File: config.mk
export PLATFORM = sky130hd
export DESIGN_NAME = bcd_updown_counter
export DESIGN_NICKNAME = d
export VERILOG_FILES = /design/src/rtl/bcd_updown_counter_pkg.sv /design/src/rtl/bcd_digit.sv /design/src/rtl/bcd_updown_counter.sv
export SDC_FILE = /design/constraint.sdc
export NUM_CORES = 1
export LEC_CHECK = 0
export BUFFER_PORTS_ARGS = -buffer_cell sky130_fd_sc_hd__buf_4
export CAP_MARGIN = 20
export CELL_PAD_IN_SITES_DETAIL_PLACEMENT = 0
export CELL_PAD_IN_SITES_GLOBAL_PLACEMENT = 1
export CORE_ASPECT_RATIO = 1.4
export CORE_MARGIN = 4
export CORE_UTILIZATION = 38
export DETAILED_ROUTE_END_ITERATION = 10
export PLACE_DENSITY_LB_ADDON = 0.1
export SKIP_CTS_REPAIR_TIMING = 1
export SLEW_MARGIN = 25
export SYNTH_ARGS = -nofsm -noshare
export SYNTH_HDL_FRONTEND = slang
export SYNTH_SLANG_ARGS = --single-unit
File: constraint.sdc
create_clock -name Clock -period 2.1 [get_ports Clock]
set_input_delay 0.21 -clock Clock [delete_from_list [all_inputs] [get_ports Clock]]
set_output_delay 0.21 -clock Clock [all_outputs]
set_load 0.005 [all_outputs]
File: src/rtl/bcd_updown_counter_pkg.sv
// Shared BCD constants, digit validity helper and the per-edge operation type
// used by the up/down BCD counter.
package bcd_updown_counter_pkg;

   localparam int BCD_W = 4;
   localparam logic [BCD_W-1:0] BCD_MAX = 4'd9;
   localparam logic [BCD_W-1:0] BCD_MIN = 4'd0;

   typedef enum logic [2:0] {
      OP_IDLE,
      OP_CLEAR,
      OP_LOAD,
      OP_LOAD_ERR,
      OP_COUNT
   } op_e;

   function automatic logic is_valid_bcd(input logic [BCD_W-1:0] nib);
      return (nib <= BCD_MAX);
   endfunction

endpackage

File: src/rtl/bcd_digit.sv
// One BCD digit register: clear > load > count, with wrap at 9/0.
// Non-BCD contents read as 9 going up and as 0 going down, so they self-correct.
module bcd_digit
   import bcd_updown_counter_pkg::*;
(
   input  logic             clk_i,
   input  logic             rst_ni,
   input  logic             cen_i,
   input  logic             up_i,
   input  logic             clear_i,
   input  logic             load_i,
   input  logic [BCD_W-1:0] load_nib_i,
   output logic [BCD_W-1:0] nib_o,
   output logic             at_max_o,
   output logic             at_min_o
);

   logic [BCD_W-1:0] nib_q, nib_d;

   assign at_max_o = !is_valid_bcd(nib_q) || (nib_q == BCD_MAX);
   assign at_min_o = !is_valid_bcd(nib_q) || (nib_q == BCD_MIN);
   assign nib_o    = nib_q;

   always_comb begin
      nib_d = nib_q;
      if (clear_i) begin
         nib_d = BCD_MIN;
      end else if (load_i) begin
         nib_d = load_nib_i;
      end else if (cen_i) begin
         if (up_i) begin
            nib_d = at_max_o ? BCD_MIN : nib_q + 4'd1;
         end else begin
            nib_d = at_min_o ? BCD_MAX : nib_q - 4'd1;
         end
      end
   end

   always_ff @(posedge clk_i or negedge rst_ni) begin
      if (!rst_ni) begin
         nib_q <= BCD_MIN;
      end else begin
         nib_q <= nib_d;
      end
   end

endmodule

File: src/rtl/bcd_updown_counter.sv
// Multi-digit BCD up/down counter with clear, validated parallel load,
// optional saturation, and registered carry/borrow/load-error pulses.
module bcd_updown_counter
   import bcd_updown_counter_pkg::*;
#(
   parameter int DIGITS   = 4,
   parameter bit SATURATE = 1'b0
) (
   input  logic                  Clock,
   input  logic                  reset_n,
   input  logic                  En,
   input  logic                  Up,
   input  logic                  Clear,
   input  logic                  Load,
   input  logic [BCD_W*DIGITS-1:0] Load_value,
   output logic [BCD_W*DIGITS-1:0] BCD_out,
   output logic                  Carry_out,
   output logic                  Borrow_out,
   output logic                  Load_err,
   output logic                  Zero_flag,
   output logic                  Max_flag
);

   op_e               op;
   logic              load_ok;
   logic              overflow, underflow, hold_sat;
   logic [DIGITS-1:0] at_max, at_min, digit_cen;
   logic [DIGITS:0]   lower9, lower0;
   logic              carry_q, carry_d;
   logic              borrow_q, borrow_d;
   logic              load_err_q, load_err_d;

   always_comb begin
      load_ok = 1'b1;
      for (int k = 0; k < DIGITS; k++) begin
         load_ok = load_ok & is_valid_bcd(Load_value[k*BCD_W +: BCD_W]);
      end
   end

   always_comb begin
      op = OP_IDLE;
      if (Clear) begin
         op = OP_CLEAR;
      end else if (Load) begin
         op = load_ok ? OP_LOAD : OP_LOAD_ERR;
      end else if (En) begin
         op = OP_COUNT;
      end
   end

   // lower9[k] / lower0[k]: every digit below k is at 9 / at 0.
   assign lower9[0] = 1'b1;
   assign lower0[0] = 1'b1;

   assign overflow  = (op == OP_COUNT) && Up  && lower9[DIGITS];
   assign underflow = (op == OP_COUNT) && !Up && lower0[DIGITS];
   assign hold_sat  = SATURATE && (overflow || underflow);

   for (genvar k = 0; k < DIGITS; k++) begin : g_digit
      assign lower9[k+1]  = lower9[k] & at_max[k];
      assign lower0[k+1]  = lower0[k] & at_min[k];
      assign digit_cen[k] = (op == OP_COUNT) && !hold_sat && (Up ? lower9[k] : lower0[k]);

      bcd_digit u_digit (
         .clk_i      (Clock),
         .rst_ni     (reset_n),
         .cen_i      (digit_cen[k]),
         .up_i       (Up),
         .clear_i    (op == OP_CLEAR),
         .load_i     (op == OP_LOAD),
         .load_nib_i (Load_value[k*BCD_W +: BCD_W]),
         .nib_o      (BCD_out[k*BCD_W +: BCD_W]),
         .at_max_o   (at_max[k]),
         .at_min_o   (at_min[k])
      );
   end

   assign carry_d    = overflow;
   assign borrow_d   = underflow;
   assign load_err_d = (op == OP_LOAD_ERR);

   always_ff @(posedge Clock or negedge reset_n) begin
      if (!reset_n) begin
         carry_q    <= 1'b0;
         borrow_q   <= 1'b0;
         load_err_q <= 1'b0;
      end else begin
         carry_q    <= carry_d;
         borrow_q   <= borrow_d;
         load_err_q <= load_err_d;
      end
   end

   assign Carry_out  = carry_q;
   assign Borrow_out = borrow_q;
   assign Load_err   = load_err_q;

   // Flags look at the literal digit values, not the self-correcting view.
   always_comb begin
      Max_flag = 1'b1;
      for (int k = 0; k < DIGITS; k++) begin
         Max_flag = Max_flag & (BCD_out[k*BCD_W +: BCD_W] == BCD_MAX);
      end
   end

   assign Zero_flag = (BCD_out == '0);

endmodule

==> results.rst, run 1 <==
.. list-table::
   :header-rows: 1

   * - Metric
     - Value
   * - Startpoint-to-endpoint class of the critical path
     - flop to flop
   * - Max H-tree Level
     - 1
   * - Endpoint of the worst register-to-register path
     - g_digit[1].u_digit.nib_o[3]
   * - TritonCTS clock tree
     - done
   * - Routed via count
     - 1988
   * - Clock transition time at the flip-flop clock pins of the worst setup and hold paths
     - 80 ps
   * - # rows
     - 31
   * - Startpoint type of the worst setup path
     - flop
   * - Commonest non-fill, non-tap cells in the layout
     - 76 x buf_4, 18 x dfrtp_1, 15 x nand2_1, 11 x nor3_1
   * - Post-DR vias/cell
     - 5.62
   * - Gp weighted congestion
     - 0.825
   * - Leakage power
     - 1.24 nW
   * - Result of the run
     - finished clean
   * - Drc violations
     - 0
   * - Instance count along the most critical hold path
     - 3
   * - Worst endpoint data arrival time
     - 2200 ps
   * - Length of routed met3 wiring
     - 230 um
   * - Metal-1 WL
     - 2600 um
   * - Cell area power density
     - 779 nW/um2
   * - Warning count from the yosys run
     - 0
   * - Slew Limit Headroom
     - 0.734
   * - Post-synthesis register bit count
     - 19
   * - Hold Path Class
     - input port to flop
   * - Effective utilization at floorplan
     - 0.396
   * - Reg2reg setup slack
     - 60 ps
   * - Total power
     - 2.20 mW
   * - Core region area
     - 5200 um2
   * - Metal2 WL
     - 3310 um
   * - Worst Path Required
     - 2260 ps
   * - Sequential-to-total area share from yosys stat
     - 0.231
   * - Finish-stage setup viols
     - 0
   * - Count of antenna-violating nets left after detailed routing
     - 0
   * - Kind of end point of the critical path
     - flop
   * - Critical Path Fanout Max
     - 4
   * - Tightest Pin Transition
     - 389 ps
   * - Category of cells accounting for the largest share of critical-path delay
     - simple AND/OR/NAND/NOR gates
   * - MaxCap Viol Count
     - 0
   * - Horizontal die dimension
     - 70.2 um
   * - Post-route clock period utilization
     - 0.971
   * - Die Span Y
     - 95.1 um
   * - Minimum period implied by the final worst setup slack
     - 2040 ps
   * - Biggest area contributors in the synthesized netlist
     - dfrtp_1 23%, ha_1 9.7%, nand2_1 2.7%
   * - Area occupied by multi-input gates
     - 1560 um2
   * - Fraction of layout cells with a size suffix above 1
     - 0.455
   * - GRT Overall Usage
     - 0.191
   * - Final hold violation count
     - 0
   * - VDD IR-drop max
     - 397 uV
   * - Clock root buffer
     - clkbuf_8
   * - Layout Utilization
     - 0.543
   * - Final sum of negative setup slack
     - 0 ps
   * - Leading register cell type out of synthesis
     - dfrtp_1
   * - Layout Cells excl Fill
     - 354
   * - Highest clock rate
     - 490 MHz
   * - Number of antenna repair diodes
     - 0
   * - Pins over their slew limit
     - 0
   * - Distinct cell type count after synthesis
     - 65
   * - Number of inserted filler cells in the final layout
     - 514
   * - Count of flip-flops with a built-in enable after synthesis
     - 0
   * - Total half-perimeter wirelength after legalization and detailed placement
     - 4920 um
   * - Min Hold Slack
     - 156 ps
   * - Die ar.
     - 6670 um2
   * - Vias in the first global route
     - 2009
   * - Largest stage delay, worst path
     - 430 ps
   * - Register area
     - 477 um2
   * - Average cell area after synthesis
     - 9.39 um2
   * - Remaining global-route overflow
     - 0
   * - Final-stage net count
     - 327
   * - Number of buffers and inverters on the critical path
     - 1
   * - Post-Syn Nets
     - 257
   * - Setup repair after global routing missed its margin
     - true
   * - Most frequent standard cell in the layout excluding fill and tap cells
     - buf_4
   * - Pre-antenna DRT Iters
     - 4
   * - Startpoint of the worst-slack reg-to-reg timing path
     - g_digit[0].u_digit.nib_o[0]
   * - Routed len/inst
     - 17.7 um
   * - Number of standard cells after synthesis
     - 219
   * - Area of the mapped netlist
     - 2060 um2
   * - Yosys top cell by area
     - dfrtp_1
   * - Setup clock skew after layout
     - 6.77 ps
   * - Max Buffers Root-to-Sink
     - 2
   * - Pin count of the biggest net entering global routing
     - 22
   * - Clk_lat worst skew
     - 270 ps
   * - Sum of routed wire length over all layers
     - 6250 um
   * - Initial drt markers
     - 122
   * - Number of clock sinks
     - 19
   * - Initial antenna violation count
     - 0
   * - Area share of the leading cell type in the synthesized netlist
     - 0.231
   * - Cell count of the worst reg-to-reg path
     - 7
   * - Cells along the critical path
     - inv_2 -> ha_4 -> or3b_4 -> a21oi_4 -> a211oi_2 -> nor3_4 -> mux2_4
   * - Input/output buffers
     - 42
   * - Number of placed instances with taps included
     - 343
   * - Total CTS buffers
     - 3
   * - Async SR Flop Fraction
     - 1.00
   * - Wire length of the first global-routing pass
     - 9960 um
   * - Number of top-level design ports
     - 43
   * - Post-synthesis to final-layout area growth
     - 37.2%
   * - Uppermost metal layer occupied by signal nets
     - met4
   * - Hold path start
     - Load_value[1]
   * - Critical path's slowest cell
     - dfrtp_1
   * - End of the worst hold path
     - g_digit[0].u_digit.nib_o[1]
-- report_power, final --
part	total [mW]	internal, mW	switching (mW)
clock network	0.281	0.133	0.148
logic	1.43	0.737	0.688
registers	0.494	0.421	0.0738
total	2.20	1.29	0.910
-- logic make-up (layout without fill, tap and decap cells) --
group / count (synthesis) / after routing / synth area share
flops: 19 / 19 / 0.231
simple gates: 79 / 79 / 0.264
xor+xnor: 8 / 8 / 0.0341
fa+ha+maj: 16 / 16 / 0.0973
buf+inv: 26 / 95 / 0.0669
mux: 8 / 8 / 0.0414
compound gates: 63 / 63 / 0.265
-- registers in the layout, indices dropped and copies added (netlist names) --
register,cells
g_digit.u_digit.nib_o,16
Borrow_out,1
Carry_out,1
Load_err,1
-- cells in the mapped netlist (4+ instances only) --
library cell	n
dfrtp_1	19
nand3_1	8
ha_1	16
clkbuf_1	4
mux2_1	4
xor2_1	6
buf_2	5
nand2_1	15
inv_1	12
nor3_1	11
a21oi_1	8
a311oi_1	5
o21ai_0	5
buf_6	4
o21ai_1	4
nor2_1	8
o21bai_1	4
nor4_1	5
a221o_1	4
mux2i_1	4
-- routing by layer --
metal,vias to the layer above,global-route usage
met5,-,0
met2,43,0.351
met1,965,0.223
li1,971,-
met3,9,0.0285
met4,0,0.0703
-- area by class of cell --
class | count | share of cell area
Clock inverter | 1 | 0.00177
Inverter | 12 | 0.0160
Timing Repair Buffer | 79 | 0.217
Tap cell | 66 | 0.0293
Sequential cell | 19 | 0.169
Multi-Input combinational cell | 174 | 0.553
Clock buffer | 3 | 0.0146
-- stage by stage --
step / area, um2 / worst slack, ps
2_1_floorplan: 2060 / 13.7
3_3_place_gp: 2610 / 20.5
3_5_place_dp: 2610 / 23.7
4_1_cts: 2650 / 7.50
5_1_grt: 2820 / -19.0
6_report: 2820 / 60.9
-- how the worst max path moves through the flow --
stage,from,end,cells after the start
3_5_place_dp,g_digit[0].u_digit.nib_o[0],g_digit[1].u_digit.nib_o[3],7
3_3_place_gp,g_digit[0].u_digit.nib_o[0],g_digit[1].u_digit.nib_o[2],7
6_report,g_digit[0].u_digit.nib_o[0],g_digit[1].u_digit.nib_o[3],7
2_1_floorplan,g_digit[0].u_digit.nib_o[0],g_digit[1].u_digit.nib_o[2],7
4_1_cts,g_digit[0].u_digit.nib_o[0],g_digit[1].u_digit.nib_o[2],7
5_1_grt,g_digit[2].u_digit.nib_o[0],g_digit[3].u_digit.nib_o[1],7
-- worst min-delay path: stages --
cell     delay, ps
buf_4           80
nand2_1         40
o31ai_1         60
Note: power is estimated with default switching activity, not from simulation.
==> run 2: changes to the inputs <==
- REMOVE_ABC_BUFFERS: default -> 1
==> run 2 against run 1 <==
Compared with the run above:
- power is 0.71% higher
- largest power group unchanged
- register-to-register slack better by 20 ps
- largest cell class unchanged
- maximum frequency rose by 1.1%
- first-iteration DRC count down 11%
- final area decreased by 0.80%
- hold slack gained 2.8 ps
- global-route usage increased by 0.12 points
- flip-flop and latch count unchanged
- clock power shrank 2%
- combinational power barely moved
- sequential share of layout area rose by 0.091 points
- critical path depth is the same
==> results.rst, run 2 (synthesis gave the netlist of run 1 again) <==
.. list-table::
   :header-rows: 1

   * - Metric
     - Value
   * - Result of the run
     - finished clean
   * - Post-synthesis to final-layout area growth
     - 36.1%
   * - Highest clock rate
     - 496 MHz
   * - Internal Power
     - 1.32 mW
   * - VDD IR-drop max
     - 529 uV
   * - Post-DR vias/cell
     - 5.62
   * - Post-route cell area
     - 2800 um2
   * - Setup repair after global routing missed its margin
     - true
   * - Slew Limit Headroom
     - 0.704
   * - Sum of routed wire length over all layers
     - 6200 um
   * - Die ar.
     - 6670 um2
   * - Initial drt markers
     - 108
   * - Layout Utilization
     - 0.539
   * - Cell area power density
     - 791 nW/um2
   * - Tightest Pin Transition
     - 433 ps
   * - Startpoint type of the worst setup path
     - flop
   * - Leakage power
     - 1.25 nW
   * - Register area
     - 475 um2
   * - Worst Path Required
     - 2250 ps
   * - MaxCap Viol Count
     - 0
   * - Layout Cells excl Fill
     - 358
   * - Worst endpoint data arrival time
     - 2170 ps
   * - Critical path's slowest cell
     - or4_1
   * - TritonCTS clock tree
     - done
   * - Effective utilization at floorplan
     - 0.396
   * - Combinational Power Share
     - 0.653
   * - Clock transition time at the flip-flop clock pins of the worst setup and hold paths
     - 80 ps
   * - Proportion of power drawn by flip-flops and latches
     - 0.223
   * - Post-route clock period utilization
     - 0.961
   * - Initial antenna violation count
     - 0
   * - Total half-perimeter wirelength after legalization and detailed placement
     - 4920 um
   * - Clk_lat worst skew
     - 270 ps
   * - Vias in the first global route
     - 2049
   * - Drc violations
     - 0
   * - Switching power
     - 893 uW
   * - Share of total power consumed by net switching
     - 0.403
   * - Cells along the critical path
     - inv_2 -> ha_2 -> o21bai_2 -> a2bb2oi_4 -> or4_1 -> a221oi_2 -> a2111oi_2
   * - Setup clock skew after layout
     - 9.21 ps
   * - Kind of end point of the critical path
     - flop
   * - Core region area
     - 5200 um2
   * - Die Span Y
     - 95.1 um
   * - Placed cell area
     - 2660 um2
   * - Pins over their slew limit
     - 0
   * - Gp weighted congestion
     - 0.867
   * - Count of antenna-violating nets left after detailed routing
     - 0
   * - Most frequent standard cell in the layout excluding fill and tap cells
     - buf_4
   * - Wire length of the first global-routing pass
     - 10300 um
   * - Routed via count
     - 2012
   * - Hold Path Class
     - input port to flop
   * - Total CTS buffers
     - 3
   * - Largest stage delay, worst path
     - 540 ps
   * - Pin count of the biggest net entering global routing
     - 20
   * - Number of top-level design ports
     - 43
   * - Number of inserted filler cells in the final layout
     - 529
   * - Final-stage net count
     - 331
   * - Number of placed instances with taps included
     - 351
   * - Pre-antenna DRT Iters
     - 4
   * - # rows
     - 31
   * - Fraction of layout cells with a size suffix above 1
     - 0.445
   * - Minimum period implied by the final worst setup slack
     - 2020 ps
   * - Startpoint-to-endpoint class of the critical path
     - flop to flop
   * - Remaining global-route overflow
     - 0
   * - Max H-tree Level
     - 1
   * - Flip-flop count of the largest register after layout
     - 16
   * - Part of the power in the clock network
     - 0.124
   * - Finish-stage setup viols
     - 0
   * - Commonest non-fill, non-tap cells in the layout
     - 80 x buf_4, 19 x dfrtp_1, 15 x nand2_1, 11 x nor3_1, 10 x ha_1
   * - Number of antenna repair diodes
     - 0
   * - Horizontal die dimension
     - 70.2 um
   * - Area occupied by multi-input gates
     - 1510 um2
   * - Clock root buffer
     - clkbuf_8
   * - Number of clock sinks
     - 19
   * - Max Buffers Root-to-Sink
     - 2
   * - Critical Path Fanout Max
     - 4
   * - Min Hold Slack
     - 158 ps
   * - Final hold violation count
     - 0
   * - Routed len/inst
     - 17.3 um
   * - GRT Overall Usage
     - 0.192
   * - Input/output buffers
     - 42
run 2: changes by cell type in the layout (fill, tap and decap cells not counted), sizes merged:
cell,previous run,this run
clkbuf,3,4
clkinv,1,0
buf,78,82
run 2: worst paths after layout:
| path | slack, ps | from | cells after the start | to |
|---|---|---|---|---|
| min in group asynchronous | 360 | reset_n | 2 | g_digit[3].u_digit.nib_o[0] |
| worst min register to register | 600 | g_digit[1].u_digit.nib_o[1] | 2 | g_digit[1].u_digit.nib_o[1] |
| worst min-delay path | 160 | Load_value[1] | 3 | g_digit[0].u_digit.nib_o[1] |
| max in group asynchronous | 1520 | reset_n | 2 | g_digit[0].u_digit.nib_o[0] |
| worst max register to register | 80 | g_digit[1].u_digit.nib_o[0] | 7 | g_digit[2].u_digit.nib_o[3] |
| worst max-delay path | 80 | g_digit[1].u_digit.nib_o[0] | 7 | g_digit[2].u_digit.nib_o[3] |
run 2: stage by stage:
step / power (mW) / setup TNS [ps] / setup WS [ps]
floorplan: 1.26 / -160 / -54.1
CTS: 2.12 / -68.3 / -46.2
finish: 2.22 / 0 / 82.3
detailed placement: 1.83 / -20.3 / -20.3
global placement: 1.82 / 0 / 49.7
global route: 2.39 / -42.6 / -42.6
run 2: metal layers:
metal | up-vias | track usage | share of wire | wire [um]
li1 | 986 | - | - | -
met1 | 973 | 0.243 | 0.43 | 2660
met2 | 48 | 0.344 | 0.52 | 3230
met3 | 5 | 0.0253 | 0.040 | 246
met4 | 0 | 0.0495 | 0.010 | 63
met5 | - | 0 | 0 | 0
run 2: power groups by stage:
stage	Clock (mW)	Sequential (mW)	Combinational, mW
2_1_floorplan	0	0.539	0.717
3_3_place_gp	0	0.496	1.33
3_5_place_dp	0	0.499	1.33
4_1_cts	0.283	0.492	1.34
5_1_grt	0.302	0.507	1.59
6_report	0.275	0.495	1.45
run 2: final cells by class:
cell class	instances	area share
Clock buffer	4	0.0161
Inverter	12	0.0161
Multi-Input combinational cell	174	0.539
Sequential cell	19	0.170
Tap cell	66	0.0295
Timing Repair Buffer	83	0.229
run 2: critical path: cells and delay by family (launching register included):
kind	cells	cell delay, ps
compound gates	4	690
buf+inv	1	70
fa+ha+maj	1	200
flops	1	410
simple gates	1	540
==> run 3: changes to the inputs <==
- CORE_UTILIZATION: 38 -> 35
==> run 3 against run 2 <==
Compared with the run above:
- count of clock-buffer cells in the layout did not move
- cell count down 0.28%
- sequential share of layout area down 0.36 points
- final area grew 2.5%
- largest power group unchanged
- utilization shrank 2.7 points
- clock skew decreased by 4.1 ps
- hold slack worse by 7.8 ps
- maximum frequency is 1.3% lower
- register-to-register slack got worse by 30 ps
- critical path type unchanged
- setup slack got worse by 26 ps
- combinational power is essentially flat
- sequential power rose by 3%
==> results.rst, run 3 (synthesis gave the netlist of run 1 again) <==
.. list-table::
   :header-rows: 1

   * - Metric
     - Value
   * - Setup clock skew after layout
     - 5.08 ps
   * - Number of inserted filler cells in the final layout
     - 550
   * - Clock root buffer
     - clkbuf_8
   * - Fraction of layout cells with a size suffix above 1
     - 0.471
   * - Drc violations
     - 0
   * - Startpoint type of the worst setup path
     - flop
   * - Number of placed instances with taps included
     - 350
   * - Placed cell area
     - 2640 um2
   * - Horizontal die dimension
     - 72.8 um
   * - Max Buffers Root-to-Sink
     - 2
   * - Clk_lat worst skew
     - 270 ps
   * - Min Hold Slack
     - 151 ps
   * - Flip-flop count of the largest register after layout
     - 16
   * - Core region area
     - 5610 um2
   * - Slack of the critical path
     - 56.0 ps
   * - Effective utilization at floorplan
     - 0.367
   * - Critical path's slowest cell
     - dfrtp_1
   * - Reg2reg setup slack
     - 60 ps
   * - Critical Path Fanout Max
     - 4
   * - Commonest non-fill, non-tap cells in the layout
     - 77 x buf_4, 18 x dfrtp_1, 15 x nand2_1, 11 x nor3_1
   * - Pins over their slew limit
     - 0
   * - Count of antenna-violating nets left after detailed routing
     - 0
   * - Cells along the critical path
     - ha_2 -> or3b_4 -> a21oi_4 -> a211oi_2 -> nor3_4 -> mux2_4
   * - GRT Overall Usage
     - 0.180
   * - Post-route cell area
     - 2870 um2
   * - Routed via count
     - 1976
   * - Total CTS buffers
     - 3
   * - Input/output buffers
     - 42
   * - Max H-tree Level
     - 1
   * - Final sum of negative setup slack
     - 0 ps
   * - Die Span Y
     - 98.7 um
   * - Cell area power density
     - 782 nW/um2
   * - Startpoint of the worst-slack reg-to-reg timing path
     - g_digit[0].u_digit.nib_o[0]
   * - Category of cells accounting for the largest share of critical-path delay
     - simple AND/OR/NAND/NOR gates
   * - Layout Utilization
     - 0.512
   * - Pre-antenna DRT Iters
     - 4
   * - Worst Path Required
     - 2260 ps
   * - Post-route clock period utilization
     - 0.973
   * - Number of top-level design ports
     - 43
   * - Total half-perimeter wirelength after legalization and detailed placement
     - 4930 um
   * - Startpoint-to-endpoint class of the critical path
     - flop to flop
   * - Post-DR vias/cell
     - 5.54
   * - Vias in the first global route
     - 2043
   * - Proportion of power drawn by flip-flops and latches
     - 0.226
   * - Combinational Power Share
     - 0.650
   * - Instance count along the most critical hold path
     - 3
   * - Clock transition time at the flip-flop clock pins of the worst setup and hold paths
     - 80 ps
   * - Leakage power
     - 1.25 nW
   * - Largest stage delay, worst path
     - 430 ps
   * - Initial drt markers
     - 143
   * - Worst endpoint data arrival time
     - 2200 ps
   * - End of the worst hold path
     - g_digit[0].u_digit.nib_o[1]
   * - Number of clock sinks
     - 19
   * - Post-synthesis to final-layout area growth
     - 39.5%
   * - Cell count of the worst reg-to-reg path
     - 6
   * - Sum of routed wire length over all layers
     - 6410 um
   * - Gp weighted congestion
     - 0.864
   * - Wire length of the first global-routing pass
     - 10100 um
   * - Finish-stage setup viols
     - 0
   * - Final hold violation count
     - 0
   * - Remaining global-route overflow
     - 0
   * - Tightest Pin Transition
     - 512 ps
   * - # rows
     - 32
   * - Kind of end point of the critical path
     - flop
   * - Final-stage net count
     - 328
   * - VDD IR-drop max
     - 515 uV
   * - MaxCap Viol Count
     - 0
   * - Part of the power in the clock network
     - 0.123
   * - Hold Path Class
     - input port to flop
   * - Initial antenna violation count
     - 0
   * - Minimum period implied by the final worst setup slack
     - 2040 ps
   * - Switching power
     - 923 uW
   * - Layout Cells excl Fill
     - 357
   * - Share of total power consumed by net switching
     - 0.411
   * - DP Worst Slack
     - -32.1 ps
   * - Endpoint of the worst register-to-register path
     - g_digit[1].u_digit.nib_o[3]
   * - Highest clock rate
     - 489 MHz
   * - Total power
     - 2.24 mW
   * - Result of the run
     - finished clean
   * - Slew Limit Headroom
     - 0.658
   * - TritonCTS clock tree
     - done
   * - Pin count of the biggest net entering global routing
     - 20
   * - Number of antenna repair diodes
     - 0
   * - Die ar.
     - 7180 um2
   * - Internal Power
     - 1.32 mW
   * - Routed len/inst
     - 18.0 um
   * - Most frequent standard cell in the layout excluding fill and tap cells
     - buf_4
   * - Number of buffers and inverters on the critical path
     - 0
   * - CP startpoint
     - g_digit[0].u_digit.nib_o[0]
   * - Hold path start
     - Load_value[1]
==> run 3: cell count changes in the layout (fill, tap and decap cells not counted), moves of 2 or more <==
cell    before  now
buf_4       80   77
ha_1        10    7
ha_4         1    4
inv_2        6    4
inv_4        0    2
mux2_1       2    0
mux2_4       2    4
==> run 3: how the worst max path moves through the flow <==
stage / to / slack [ps] / cells after the start
6_report: g_digit[1].u_digit.nib_o[3] / 60 / 6
5_1_grt: g_digit[3].u_digit.nib_o[0] / -20 / 9
4_1_cts: g_digit[3].u_digit.nib_o[2] / -60 / 7
3_5_place_dp: g_digit[3].u_digit.nib_o[2] / -30 / 7
3_3_place_gp: g_digit[3].u_digit.nib_o[0] / 20 / 8
2_1_floorplan: g_digit[2].u_digit.nib_o[3] / -50 / 7
==> run 3: per-layer routing <==
metal / GRT usage / wire (um)
met3: 0.0255 / 360
met1: 0.233 / 2670
met4: 0.0625 / 87
met2: 0.301 / 3290
met5: 0 / 0
==> run 3: worst min-delay path, cell delays in order <==
cell     delay (ps)
buf_4            80
nand2_1          40
o31ai_1          50
==> run 3: layout make-up <==
class | count | area, um2 | area share
clock buffers | 4 | 45.0 | 0.0157
inverters | 12 | 50.0 | 0.0174
multi-input cells | 174 | 1590 | 0.555
flip-flops and latches | 19 | 477 | 0.166
well taps | 68 | 85.1 | 0.0297
repair buffers | 80 | 619 | 0.216
==> run 3: power by group through the flow <==
stage,combinational (mW),clock [mW],sequential [mW]
3_3_place_gp,1.29,0,0.497
2_1_floorplan,0.717,0,0.539
4_1_cts,1.29,0.283,0.490
6_report,1.46,0.277,0.508
5_1_grt,1.58,0.293,0.520
3_5_place_dp,1.29,0,0.498
